$ cat config.mk
export PLATFORM = sky130hd
export DESIGN_NAME = spi_xfer_sequencer
export DESIGN_NICKNAME = d
export VERILOG_FILES = /design/src/rtl/spi_seq_pkg.sv /design/src/rtl/sync_fifo.sv /design/src/rtl/spi_xfer_sequencer.sv
export SDC_FILE = /design/constraint.sdc
export NUM_CORES = 1
export LEC_CHECK = 0
export ABC_AREA = 1
export CELL_PAD_IN_SITES_DETAIL_PLACEMENT = 2
export CELL_PAD_IN_SITES_GLOBAL_PLACEMENT = 2
export CORE_MARGIN = 2
export CORE_UTILIZATION = 40
export CTS_CLUSTER_SIZE = 30
export DETAILED_ROUTE_END_ITERATION = 16
export GPL_TIMING_DRIVEN = 0
export PLACE_DENSITY_LB_ADDON = 0.25
export SYNTH_ARGS = -nofsm -noshare
export SYNTH_HDL_FRONTEND = slang
export SYNTH_SLANG_ARGS = --single-unit
$ cat constraint.sdc
create_clock -name clk -period 6.05 [get_ports clk]
set_input_delay 0.605 -clock clk [delete_from_list [all_inputs] [get_ports clk]]
set_output_delay 0.605 -clock clk [all_outputs]
set_load 0.03 [all_outputs]
$ cat src/rtl/spi_seq_pkg.sv
// Shared constants for the SPI transfer sequencer: FSM encodings and byte width.
package spi_seq_pkg;

    localparam int BYTE_W = 8;

    localparam logic [2:0] ST_IDLE  = 3'd0;
    localparam logic [2:0] ST_LOAD  = 3'd1;
    localparam logic [2:0] ST_START = 3'd2;
    localparam logic [2:0] ST_WAIT  = 3'd3;
    localparam logic [2:0] ST_CAPT  = 3'd4;

endpackage

$ cat src/rtl/sync_fifo.sv
// Single-clock show-ahead FIFO with full/empty flags and an occupancy count.
// A push on a full FIFO is accepted only when a pop happens in the same cycle;
// a pop on an empty FIFO is ignored.
module sync_fifo #(
    parameter int WIDTH = 8,
    parameter int DEPTH = 8,
    parameter int CNT_W = $clog2(DEPTH) + 1
) (
    input  logic             clk,
    input  logic             rst,
    input  logic             wr_en,
    input  logic [WIDTH-1:0] wr_data,
    input  logic             rd_en,
    output logic [WIDTH-1:0] rd_data,
    output logic             full,
    output logic             empty,
    output logic [CNT_W-1:0] count
);

    localparam int PTR_W = $clog2(DEPTH);

    logic [WIDTH-1:0] mem_q [DEPTH];
    logic [PTR_W-1:0] wr_ptr_q, wr_ptr_d;
    logic [PTR_W-1:0] rd_ptr_q, rd_ptr_d;
    logic [CNT_W-1:0] count_q, count_d;
    logic             wr_ok;
    logic             rd_ok;

    assign full    = (count_q == CNT_W'(DEPTH));
    assign empty   = (count_q == '0);
    assign count   = count_q;
    assign rd_data = mem_q[rd_ptr_q];

    assign rd_ok = rd_en & ~empty;
    assign wr_ok = wr_en & (~full | rd_ok);

    // Next pointer and occupancy values; pointers wrap naturally (DEPTH is a power of 2).
    always_comb begin
        wr_ptr_d = wr_ptr_q;
        rd_ptr_d = rd_ptr_q;
        count_d  = count_q;
        if (wr_ok) wr_ptr_d = wr_ptr_q + 1'b1;
        if (rd_ok) rd_ptr_d = rd_ptr_q + 1'b1;
        case ({wr_ok, rd_ok})
            2'b10:   count_d = count_q + 1'b1;
            2'b01:   count_d = count_q - 1'b1;
            default: count_d = count_q;
        endcase
    end

    // Pointer and counter registers with synchronous reset.
    always_ff @(posedge clk) begin
        if (rst) begin
            wr_ptr_q <= '0;
            rd_ptr_q <= '0;
            count_q  <= '0;
        end else begin
            wr_ptr_q <= wr_ptr_d;
            rd_ptr_q <= rd_ptr_d;
            count_q  <= count_d;
        end
    end

    // Storage array; contents need no reset because empty guards the read side.
    always_ff @(posedge clk) begin
        if (wr_ok) mem_q[wr_ptr_q] <= wr_data;
    end

endmodule

$ cat src/rtl/spi_xfer_sequencer.sv
// Burst sequencer in front of SPI_TOP: feeds bytes from a TX FIFO one at a time,
// waits for the SPIF rising edge as completion, and stores each received byte in
// an RX FIFO. dbg_state exposes the FSM state for observation.
module spi_xfer_sequencer
    import spi_seq_pkg::*;
#(
    parameter int DEPTH = 8,
    parameter int CNT_W = 4
) (
    input  logic              clk,
    input  logic              rst,
    input  logic              tx_wr_en,
    input  logic [BYTE_W-1:0] tx_wr_data,
    output logic              tx_full,
    output logic [CNT_W-1:0]  tx_count,
    input  logic              rx_rd_en,
    output logic [BYTE_W-1:0] rx_rd_data,
    output logic              rx_empty,
    output logic              rx_overflow,
    output logic [BYTE_W-1:0] spi_data,
    output logic              spi_spe,
    input  logic              spi_spif,
    input  logic [BYTE_W-1:0] spi_rx_byte,
    output logic              busy,
    output logic [2:0]        dbg_state
);

    logic [2:0]        state_q, state_d;
    logic [BYTE_W-1:0] spi_data_q, spi_data_d;
    logic              spi_spe_q, spi_spe_d;
    logic              rx_overflow_q, rx_overflow_d;
    logic              spif_q;
    logic              spif_rise;

    logic              tx_pop;
    logic              tx_empty;
    logic [BYTE_W-1:0] tx_head;
    logic              rx_push;
    logic              rx_full;
    logic [CNT_W-1:0]  rx_count_unused;

    sync_fifo #(.WIDTH(BYTE_W), .DEPTH(DEPTH), .CNT_W(CNT_W)) u_tx_fifo (
        .clk     (clk),
        .rst     (rst),
        .wr_en   (tx_wr_en),
        .wr_data (tx_wr_data),
        .rd_en   (tx_pop),
        .rd_data (tx_head),
        .full    (tx_full),
        .empty   (tx_empty),
        .count   (tx_count)
    );

    sync_fifo #(.WIDTH(BYTE_W), .DEPTH(DEPTH), .CNT_W(CNT_W)) u_rx_fifo (
        .clk     (clk),
        .rst     (rst),
        .wr_en   (rx_push),
        .wr_data (spi_rx_byte),
        .rd_en   (rx_rd_en),
        .rd_data (rx_rd_data),
        .full    (rx_full),
        .empty   (rx_empty),
        .count   (rx_count_unused)
    );

    // Only a low-to-high transition of SPIF marks a completed byte, so a level
    // left high from an earlier transfer never completes the current one.
    assign spif_rise = spi_spif & ~spif_q;

    assign spi_data    = spi_data_q;
    assign spi_spe     = spi_spe_q;
    assign rx_overflow = rx_overflow_q;
    assign busy        = (state_q != ST_IDLE);
    assign dbg_state   = state_q;

    // Transfer FSM: next state, output register values and FIFO strobes.
    always_comb begin
        state_d       = state_q;
        spi_data_d    = spi_data_q;
        spi_spe_d     = spi_spe_q;
        rx_overflow_d = rx_overflow_q;
        tx_pop        = 1'b0;
        rx_push       = 1'b0;
        case (state_q)
            ST_IDLE: begin
                spi_spe_d = 1'b0;
                if (!tx_empty) state_d = ST_LOAD;
            end
            ST_LOAD: begin
                spi_data_d = tx_head;
                tx_pop     = 1'b1;
                state_d    = ST_START;
            end
            ST_START: begin
                spi_spe_d = 1'b1;
                state_d   = ST_WAIT;
            end
            ST_WAIT: begin
                if (spif_rise) state_d = ST_CAPT;
            end
            ST_CAPT: begin
                rx_push = 1'b1;
                // A same-cycle host pop frees a slot, so only flag a true drop.
                if (rx_full && !rx_rd_en) rx_overflow_d = 1'b1;
                if (!tx_empty) begin
                    state_d = ST_LOAD;
                end else begin
                    state_d   = ST_IDLE;
                    spi_spe_d = 1'b0;
                end
            end
            default: begin
                state_d   = ST_IDLE;
                spi_spe_d = 1'b0;
            end
        endcase
    end

    // State and output registers; reset discards any in-flight byte.
    always_ff @(posedge clk) begin
        if (rst) begin
            state_q       <= ST_IDLE;
            spi_data_q    <= '0;
            spi_spe_q     <= 1'b0;
            rx_overflow_q <= 1'b0;
            spif_q        <= 1'b0;
        end else begin
            state_q       <= state_d;
            spi_data_q    <= spi_data_d;
            spi_spe_q     <= spi_spe_d;
            rx_overflow_q <= rx_overflow_d;
            spif_q        <= spi_spif;
        end
    end

endmodule
### Word-level counts from Yosys, hierarchy flattened

Memories as Yosys holds them, arrays and structs flattened. A register that Yosys moved wholly into a read port is not among the register bits.
Cells that the tools add are included.

* shift operators: 0
* $lt $le $gt $ge: 0
* $add $sub $neg: 8
* bitwise gates (word level): 13
* multiply operators: 0
* div/mod/pow operators: 0
* equality and inequality tests: 13
* muxes and demuxes: 16
* reductions and logical operators: 12

Operator list (number)
* one-hot mux 4 bit (2 select lines): 2
* one-hot mux 3 bit (5 select lines): 1
* adder 3 x 1 -> 3 bit, second input constant: 4
* two-way mux 3 bit: 4
* adder 4 x 1 -> 4 bit, second input constant: 2
* equality test 4 bit, second input constant: 2
* logical NOT 4 bit: 2
* two-way mux 1 bit: 8
* subtractor 4 x 1 -> 4 bit, second input constant: 2
* equality test 3 x 2 -> 1 bit, second input constant: 2
* != test 2 bit, second input constant: 3
* inverter 1 bit: 6
* AND reduction 2 bit: 3
* AND 1 bit: 5
* equality test 2 x 1 -> 1 bit, second input constant: 2
* equality test 2 bit, second input constant: 2
* nonzero test 2 bit: 2
* equality test 3 x 1 -> 1 bit, second input constant: 1
* equality test 3 bit, second input constant: 1
* logical NOT 3 bit: 1
* one-hot mux 1 bit (3 select lines): 1
* nonzero test 3 bit: 1
* OR 1 bit: 2
* OR reduction 2 bit: 1
* other kinds (2): 2

* output and inout bits: 28
* register bits after elaboration: 26
* memories: 2
* logic and storage cells: 74
* ROM bits: 0
* latch bits: 0
* input bits: 21
* RAM bits: 128

Memory list
* u_rx_fifo.mem_q: depth 8, width 8, read ports 1, clocked after Yosys merged registers in 1, write ports 1, RTL line sync_fifo.sv:22 `logic [WIDTH-1:0] mem_q [DEPTH];`
* u_tx_fifo.mem_q: depth 8, width 8, read ports 1, clocked after Yosys merged registers in 1, write ports 1, RTL line sync_fifo.sv:22

### Depth between registers and ports, before layout

Gate-level depths: netlist of the first run.

* word-level depth: 7
* mapped depth: 15
* mapped depth without buffers: 15

### Modules after synthesis

Synthesis of the first run repeated with hierarchy kept, for this count alone.

* cell total of the unflattened synthesis: 592
* area, all modules: 6993.0 sq um

Modules (own cells, without submodules)
* sync_fifo at u_tx_fifo: seq. area each 2182.1 sq um, area each 3216.8 sq um, times used 1, cells each 260
* sync_fifo at u_rx_fifo: seq. area each 2182.1 sq um, area each 3211.8 sq um, times used 1, cells each 259
* spi_xfer_sequencer: seq. area each 280.3 sq um, area each 564.3 sq um, times used 1, cells each 73

### Least setup slack after synthesis of the first run

No wires, ideal clock.

* path kind: reg2reg
* start point: register u_tx_fifo.count_q[3], in the netlist u_tx_fifo.count[3]
* end point: register u_tx_fifo.count_q[2], in the netlist u_tx_fifo.count[2]
* clock period less this slack: 2.404 ns
* cell stages (with the launch flop): 14
* setup slack: 3.646 ns
* arrival time: 2.288 ns
* data required time: 5.935 ns
* cell sequence: dfxtp_1 inv_1 nor2_1 nand2_2 nand2_4 ha_1 nand2_1 inv_1 nor2_1 ha_1 a21oi_1 xnor2_1 o21ai_0 inv_1

* elaborated cells between the ends (all ways): 11

RTL lines
* start: declaration: RTL line sync_fifo.sv:25 `logic [CNT_W-1:0] count_q, count_d;`
* start signal: assignment: RTL line sync_fifo.sv:60 `count_q <= count_d;`
* equality test 4 bit *: RTL line sync_fifo.sv:29 `assign full = (count_q == CNT_W'(DEPTH));`
* named net tx_full: RTL line spi_xfer_sequencer.sv:14 `output logic tx_full,`
* inverter 1 bit *: RTL line sync_fifo.sv:35 `assign wr_ok = wr_en & (~full | rd_ok);`
* OR 1 bit *: RTL line sync_fifo.sv:35
* AND 1 bit *: RTL line sync_fifo.sv:35
* equality test 2 x 1 -> 1 bit or equality test 2 bit (tied branches): RTL line sync_fifo.sv:44 `case ({wr_ok, rd_ok})`
* one-hot mux 4 bit (2 select lines) or nonzero test 2 bit (tied branches)

The timed path passes the listed nets; every way through them passes the cells marked *.
A chain may end at the register's enable or synchronous reset.

==> results by group, run 1 <==
Logic synthesis
  – Cells taking the most area after synthesis: sky130_fd_sc_hd__edfxtp_1, sky130_fd_sc_hd__dfxtp_1, sky130_fd_sc_hd__nand2_1
  – YS warnings: 0
  – Post-synthesis cell type with the largest combined area: sky130_fd_sc_hd__edfxtp_1
  – Number of storage elements in the synthesis netlist: 165
  – Area share of the leading cell type in the synthesized netlist: 0.555
  – Average footprint of a synthesized cell: 10.3 µm²
  – Sequential area share after synthesis: 0.661
  – Netlist Area Pre-Place: 0.00693 mm²
  – Synthesized instance count: 675
  – Count of flip-flops with a built-in enable after synthesis: 128
  – Main flop type after synthesis: sky130_fd_sc_hd__edfxtp_1
  – Synth async-reset ratio: 0
  – Number of library cell types mapped by synthesis: 30
  – Synthesized netlist net count: 707

Place
  – I/O Buffers: 48
  – Global placement routability congestion: 0.785
  – Detailed placer's ending HPWL: 13900 µm
  – Worst setup timing slack at the placement stage: 2.98 ns

Power and ir drop
  – Share of power burned in registers: 0.350
  – Comb power frac: 0.343
  – Power density cells: 479 mW/mm²
  – Switching power: 1.48 mW
  – Pint: 2.54 mW
  – Max IR drop VDD: 0.228 mV
  – Share of total power consumed by net switching: 0.368
  – Share of power burned in the clock network: 0.307
  – Leakage power figure: 3.22 nW

STA
  – PnR worst setup slack: 2.66 ns
  – Worst setup skew after layout: 0.00935 ns
  – Slew at the pin closest to its max-slew limit: 0.972 ns
  – Count of endpoints failing setup in the final report: 0
  – Maximum clock rate: 0.295 GHz
  – Final-report max-slew violation count: 0
  – Count of endpoints failing hold in the final timing report: 0
  – Final TNS setup: 0 ns
  – Worst-case headroom to the max-slew limit: 0.349
  – Part of the cycle the worst path needs: 0.560
  – Time the final worst path needs with I/O delays and setup: 3.39 ns
  – Unrepaired setup endpoints after global routing: false

Route
  – Routed wire length per instance: 21.8 µm
  – Post-Route WL: 21300 µm
  – Post-route antenna net violation count: 0
  – Number of detailed-routing iterations run before antenna repair: 4
  – Vias per cell: 5.23
  – Overall via count from detail_route: 5126
  – Initial DRC count: 295
  – Final routed DRC violation total: 0

Cells and area
  – Area delta synth->final: 20.8%
  – Fraction of layout instances using a drive strength above 1: 0.0583
  – Number of diodes added for antenna fixing: 0
  – Count of filler cells inserted in the layout: 1746
  – Number of nets in the finished design: 774

Floorplan
  – Core footprint: 0.0171 mm²
  – Total I/O pin count: 49
  – Starting density of the core: 0.405
  – Overall die area: 0.0184 mm²
  – Vertical die dimension: 136 µm
  – Chip width: 136 µm
  – Row Count: 48

Setup path
  – Largest driver fanout on the critical path: 10
  – Number of cells traversed by the worst register-to-register path: 11
  – Worst r2r src: dbg_state[2]
  – Data required time at the worst endpoint: 5.44 ns
  – Setup slack on the worst flop-to-flop path: 3.21 ns
  – Crit path capture type: primary output
  – Crit path arrival time: 2.78 ns
  – Worst reg2reg path endpoint: u_rx_fifo.count[3]
  – Type of origin of the critical path: register
  – Crit Path Class: reg -> out

CTS
  – Clock buffer count from CTS: 17
  – H-tree levels: 4
  – Clock-pin transition on the worst setup and hold timing paths: 0.06 ns
  – Sink Count: 165
  – Hold_buf cts: 0
  – Post-CTS setup buffer count: 0
  – TritonCTS clock tree: yes
  – Number of instances resized during post-cts repair: 0
  – Number of buffers between clock root and the deepest sink: 2
  – Cell chosen for the clock root: sky130_fd_sc_hd__clkbuf_16
  – Clk_lat worst skew: 0.44 ns

Global route
  – Global-route wire length before repair: 33700 µm
  – Largest net degree at the start of global routing: 17
  – Number of antenna violations at the first check in global routing: 0
  – Residual overflow from global routing: 0
  – Number of global-route vias before repair: 5947
  – Overall routing resource usage: 0.250

Hold path
  – Endpoint with the worst hold slack: rx_overflow
  – Number of cells on the worst hold path: 2
  – Start point of the worst hold path: rx_overflow
  – Type of the tightest min-delay check: reg -> reg

Run
  – Total of max-cap violations: 0

Outcome
  – Status: finished, final reports clean
## through the flow
stage	area [µm²]	hold WS [ns]	power (mW)	instances	util
2_1_floorplan	6930	0.448	2.24	675	-
3_3_place_gp	7690	0.446	2.67	948	0.449
3_5_place_dp	7700	0.454	2.77	948	0.450
4_1_cts	8360	0.471	4.05	980	0.488
5_1_grt	8370	0.503	4.22	980	0.489
6_report	8370	0.466	4.01	980	0.489
## layout by cell type (no fill, tap or decap), types with 4 or more instances in the layout
| cell type | netlist | routed |
|---|---|---|
| sky130_fd_sc_hd__nand2_1 | 147 | 147 |
| sky130_fd_sc_hd__edfxtp_1 | 128 | 128 |
| sky130_fd_sc_hd__inv_1 | 87 | 87 |
| sky130_fd_sc_hd__nor2_1 | 63 | 63 |
| sky130_fd_sc_hd__nand3_1 | 59 | 59 |
| sky130_fd_sc_hd__clkdlybuf4s50_1 | 0 | 48 |
| sky130_fd_sc_hd__o21ai_0 | 47 | 47 |
| sky130_fd_sc_hd__dfxtp_1 | 37 | 37 |
| sky130_fd_sc_hd__a21oi_1 | 29 | 29 |
| sky130_fd_sc_hd__clkbuf_16 | 0 | 17 |
| sky130_fd_sc_hd__clkbuf_1 | 15 | 16 |
| sky130_fd_sc_hd__ha_1 | 10 | 10 |
| sky130_fd_sc_hd__mux2i_1 | 8 | 8 |
| sky130_fd_sc_hd__o22ai_1 | 8 | 8 |
| sky130_fd_sc_hd__bufinv_16 | 0 | 6 |
| sky130_fd_sc_hd__buf_1 | 5 | 5 |
| sky130_fd_sc_hd__nor3_2 | 0 | 4 |
| sky130_fd_sc_hd__xnor2_1 | 4 | 4 |
## final cells by class
type | count | area [µm²] | area share
Buffer | 23 | 90.1 | 0.0108
Clock buffer | 18 | 429 | 0.0513
Clock inverter | 14 | 231 | 0.0276
Inverter | 91 | 344 | 0.0411
Multi-Input combinational cell | 396 | 1930 | 0.231
Sequential cell | 165 | 4580 | 0.548
Tap cell | 225 | 282 | 0.0336
Timing Repair Buffer | 48 | 480 | 0.0574
## sequential cells by signal, summed over array words and instances (netlist names), 4 cells and up, named ones only
register and cells:
u_tx_fifo.count 4, u_rx_fifo.count 4, u_tx_fifo.mem_q 64, spi_data 8, u_rx_fifo.mem_q 64
## routing by layer
metal  up-vias  part of all wire  global-route usage
li1       2391                 -                   -
met1      2587              0.39               0.273
met2       106              0.55               0.469
met3        42             0.035              0.0584
met4         0             0.028              0.0891
met5         -                 0                   0
## Yosys cell counts, types with 4 or more instances
cell type and number:
sky130_fd_sc_hd__o21ai_0 47, sky130_fd_sc_hd__xnor2_1 4, sky130_fd_sc_hd__clkbuf_1 15, sky130_fd_sc_hd__ha_1 10
sky130_fd_sc_hd__mux2i_1 8, sky130_fd_sc_hd__nand3_1 59, sky130_fd_sc_hd__nand2_1 147, sky130_fd_sc_hd__inv_1 87
sky130_fd_sc_hd__edfxtp_1 128, sky130_fd_sc_hd__nor2_1 63, sky130_fd_sc_hd__dfxtp_1 37, sky130_fd_sc_hd__a21oi_1 29
sky130_fd_sc_hd__nor3_1 5, sky130_fd_sc_hd__o22ai_1 8, sky130_fd_sc_hd__buf_1 5
## power groups by stage
stage	clock, mW	sequential (mW)	combinational [mW]
5_1_grt	1.29	1.42	1.52
6_report	1.23	1.41	1.38
2_1_floorplan	0	1.48	0.759
4_1_cts	1.24	1.41	1.40
3_3_place_gp	0	1.41	1.26
3_5_place_dp	0	1.43	1.35
## worst max-delay path by stage
stage | from | endpoint | slack (ns) | cells after the start
floorplan | u_tx_fifo.count[3] | u_tx_fifo.count[2] | 3.65 | 13
global placement | rx_rd_en | u_rx_fifo.mem_q[7][2] | 3.01 | 5
detailed placement | rx_rd_en | u_rx_fifo.mem_q[3][2] | 2.98 | 5
CTS | register | rx_rd_data[5] | 2.65 | 8
global route | register | rx_rd_data[5] | 2.51 | 8
finish | register | rx_rd_data[5] | 2.66 | 8
## worst max-delay path, cell delays in order, from the launching register on
cell,delay [ns]
sky130_fd_sc_hd__dfxtp_1,0.44
sky130_fd_sc_hd__buf_1,0.57
sky130_fd_sc_hd__nor2_1,0.11
sky130_fd_sc_hd__nor2_1,0.13
sky130_fd_sc_hd__o21ai_0,0.11
sky130_fd_sc_hd__o21ai_0,0.11
sky130_fd_sc_hd__nand2_1,0.09
sky130_fd_sc_hd__nand2_1,0.13
sky130_fd_sc_hd__clkdlybuf4s50_1,0.67
## cell families after synthesis
logic type	Yosys count	share of synthesized area
simple gates	283	0.171
flops	165	0.661
buf+inv	114	0.0626
compound gates	88	0.0652
fa+ha+maj	11	0.0209
mux	8	0.0116
xor+xnor	6	0.00758
No activity file was read; power rests on OpenSTA's default activity.
==> inputs of run 2 (changes only) <==
--- a/config.mk
+++ b/config.mk
@@ -9,7 +9,7 @@
 export CELL_PAD_IN_SITES_DETAIL_PLACEMENT = 2
 export CELL_PAD_IN_SITES_GLOBAL_PLACEMENT = 2
 export CORE_MARGIN = 2
-export CORE_UTILIZATION = 40
+export CORE_UTILIZATION = 38
 export CTS_CLUSTER_SIZE = 30
 export DETAILED_ROUTE_END_ITERATION = 16
 export GPL_TIMING_DRIVEN = 0
==> constraint.sdc (replaced) <==
create_clock -name clk -period 3.2 [get_ports clk]
set_input_delay 0.32 -clock clk [delete_from_list [all_inputs] [get_ports clk]]
set_output_delay 0.32 -clock clk [all_outputs]
set_load 0.03 [all_outputs]
==> results by group, run 2 (synthesis results as in run 1) <==
Outcome
  – Status: finished, final reports clean

STA
  – Part of the cycle the worst path needs: 0.934
  – Worst setup skew after layout: 0.0119 ns (+0.00257 ns)
  – Final TNS setup: 0 ns (unchanged)
  – Final-report max-slew violation count: 0 (unchanged)
  – Worst-case headroom to the max-slew limit: 0.376 (+0.0273)
  – Slew at the pin closest to its max-slew limit: 0.932 ns (-0.0392 ns)
  – Count of endpoints failing hold in the final timing report: 0 (unchanged)
  – Maximum clock rate: 0.335 GHz
  – Worst slack on hold paths: 0.455 ns (-0.0108 ns)
  – Unrepaired setup endpoints after global routing: false
  – Count of endpoints failing setup in the final report: 0 (unchanged)
  – Time the final worst path needs with I/O delays and setup: 2.99 ns

Setup path
  – Type of origin of the critical path: register
  – Crit path capture type: primary output
  – Largest driver fanout on the critical path: 10 (unchanged)
  – Crit Path Class: reg -> out
  – Crit path arrival time: 2.67 ns (-0.11 ns)
  – Worst r2r src: dbg_state[2]
  – Data required time at the worst endpoint: 2.88 ns (-2.56 ns)

CTS
  – Post-CTS setup buffer count: 0 (unchanged)
  – TritonCTS clock tree: yes
  – Clock-pin transition on the worst setup and hold timing paths: 0.06 ns (about the same)
  – Clk_lat worst skew: 0.42 ns (-0.02 ns)
  – Clock buffer count from CTS: 17 (unchanged)
  – Number of buffers between clock root and the deepest sink: 2 (unchanged)
  – Cell chosen for the clock root: sky130_fd_sc_hd__clkbuf_16
  – H-tree levels: 4 (unchanged)
  – Sink Count: 165 (unchanged)

Cells and area
  – Post-Layout Inst Area: 0.00834 mm² (-0.40%)
  – Number of nets in the finished design: 776 (+0.26%)
  – Area delta synth->final: 20.3%
  – Number of diodes added for antenna fixing: 0 (unchanged)
  – Leading cell types in the layout, fill and taps excluded: sky130_fd_sc_hd__nand2_1, sky130_fd_sc_hd__edfxtp_1, sky130_fd_sc_hd__inv_1
  – Count of filler cells inserted in the layout: 1877 (+7.5%)
  – Most common cell after layout, fill and taps aside: sky130_fd_sc_hd__nand2_1
  – Fraction of layout instances using a drive strength above 1: 0.0581 (-0.000154)

Route
  – Final routed DRC violation total: 0 (unchanged)
  – Post-route antenna net violation count: 0 (unchanged)
  – Vias per cell: 5.12 (-2.1%)
  – Routed wire length per instance: 20.1 µm (-7.8%)
  – Overall via count from detail_route: 5049 (-1.5%)
  – Number of detailed-routing iterations run before antenna repair: 4 (unchanged)
  – Initial DRC count: 218 (-26%)
  – Post-Route WL: 19800 µm (-7.2%)

Global route
  – Residual overflow from global routing: 0 (unchanged)
  – Number of antenna violations at the first check in global routing: 0 (unchanged)
  – Overall routing resource usage: 0.212 (-0.0372)
  – Number of global-route vias before repair: 5834 (-1.9%)
  – Largest net degree at the start of global routing: 17 (unchanged)
  – Global-route wire length before repair: 31500 µm (-6.3%)

Floorplan
  – Row Count: 49 (+2.1%)
  – Overall die area: 0.0193 mm² (+5.1%)
  – Starting density of the core: 0.387 (-0.0178)
  – Core footprint: 0.0179 mm² (+4.6%)
  – Total I/O pin count: 49 (unchanged)
  – Vertical die dimension: 139 µm (+2.5%)
  – Chip width: 139 µm (+2.5%)

Place
  – Global placement routability congestion: 0.797 (+1.6%)
  – I/O Buffers: 48 (unchanged)
  – Detailed placer's ending HPWL: 14300 µm (+2.9%)
  – Post-DP Area: 0.00770 mm² (about the same)

Power and ir drop
  – Power density cells: 879 mW/mm² (+83%)
  – Leakage power figure: 3.22 nW (+0.13%)
  – Tot Pwr: 7.33 mW (+82%)
  – Max IR drop VDD: 0.525 mV (+130%)

Run
  – Total of max-cap violations: 0 (unchanged)

Hold path
  – Start point of the worst hold path: rx_overflow
  – Type of the tightest min-delay check: reg -> reg
==> run 2: per-stage QoR <==
stage | utilization | instances | setup WS [ns]
after floorplan | - | 675 | 0.796
after global placement | 0.430 | 952 | 0.319
after detailed placement | 0.430 | 953 | 0.250
after CTS | 0.465 | 985 | 0.142
after global routing | 0.466 | 986 | 0.0326
final | 0.466 | 986 | 0.213
==> run 2: layout make-up <==
class / count / area (µm²) / area share
buffer: 23 / 91.3 / 0.0110
clock buffer: 25 / 528 / 0.0633
clock inverter: 7 / 90.1 / 0.0108
inverter: 91 / 344 / 0.0413
multi-input combinational: 396 / 1920 / 0.230
sequential: 165 / 4580 / 0.550
tap: 229 / 287 / 0.0344
timing repair buffer: 50 / 493 / 0.0591
==> run 2: worst paths after layout <==
kind              depth (start not counted)  slack, ns                 end
hold reg to reg                           2       0.46         rx_overflow
setup / recovery                          6       0.21       rx_rd_data[0]
hold / removal                            2       0.46         rx_overflow
setup reg to reg                         12       0.41  u_rx_fifo.count[3]
==> run 2: where the power goes <==
group          internal [mW]  switching [mW]  leakage (nW)
logic                  0.834            1.70          1.45
clock network           1.31           0.827         0.308
registers               2.50           0.160          1.46
total                   4.64            2.69          3.22
==> run 2: worst max-delay path, stage by stage, from the launching register on <==
cell	delay (ns)
sky130_fd_sc_hd__dfxtp_1	0.42
sky130_fd_sc_hd__buf_1	0.49
sky130_fd_sc_hd__o21ai_0	0.22
sky130_fd_sc_hd__o22ai_1	0.26
sky130_fd_sc_hd__nand2_1	0.11
sky130_fd_sc_hd__nand2_1	0.08
sky130_fd_sc_hd__clkdlybuf4s50_1	0.66
==> run 2: repair_timing <==
action | CTS | global route
setup endpoints to repair | 0 | 1
resized for setup | 0 | 1
hold buffers | 0 | 0
==> run 2: layer usage <==
metal | share of wire | GRT usage
met4 | 0.018 | 0.0723
met3 | 0.018 | 0.0283
met1 | 0.41 | 0.242
met5 | 0 | 0
met2 | 0.56 | 0.407
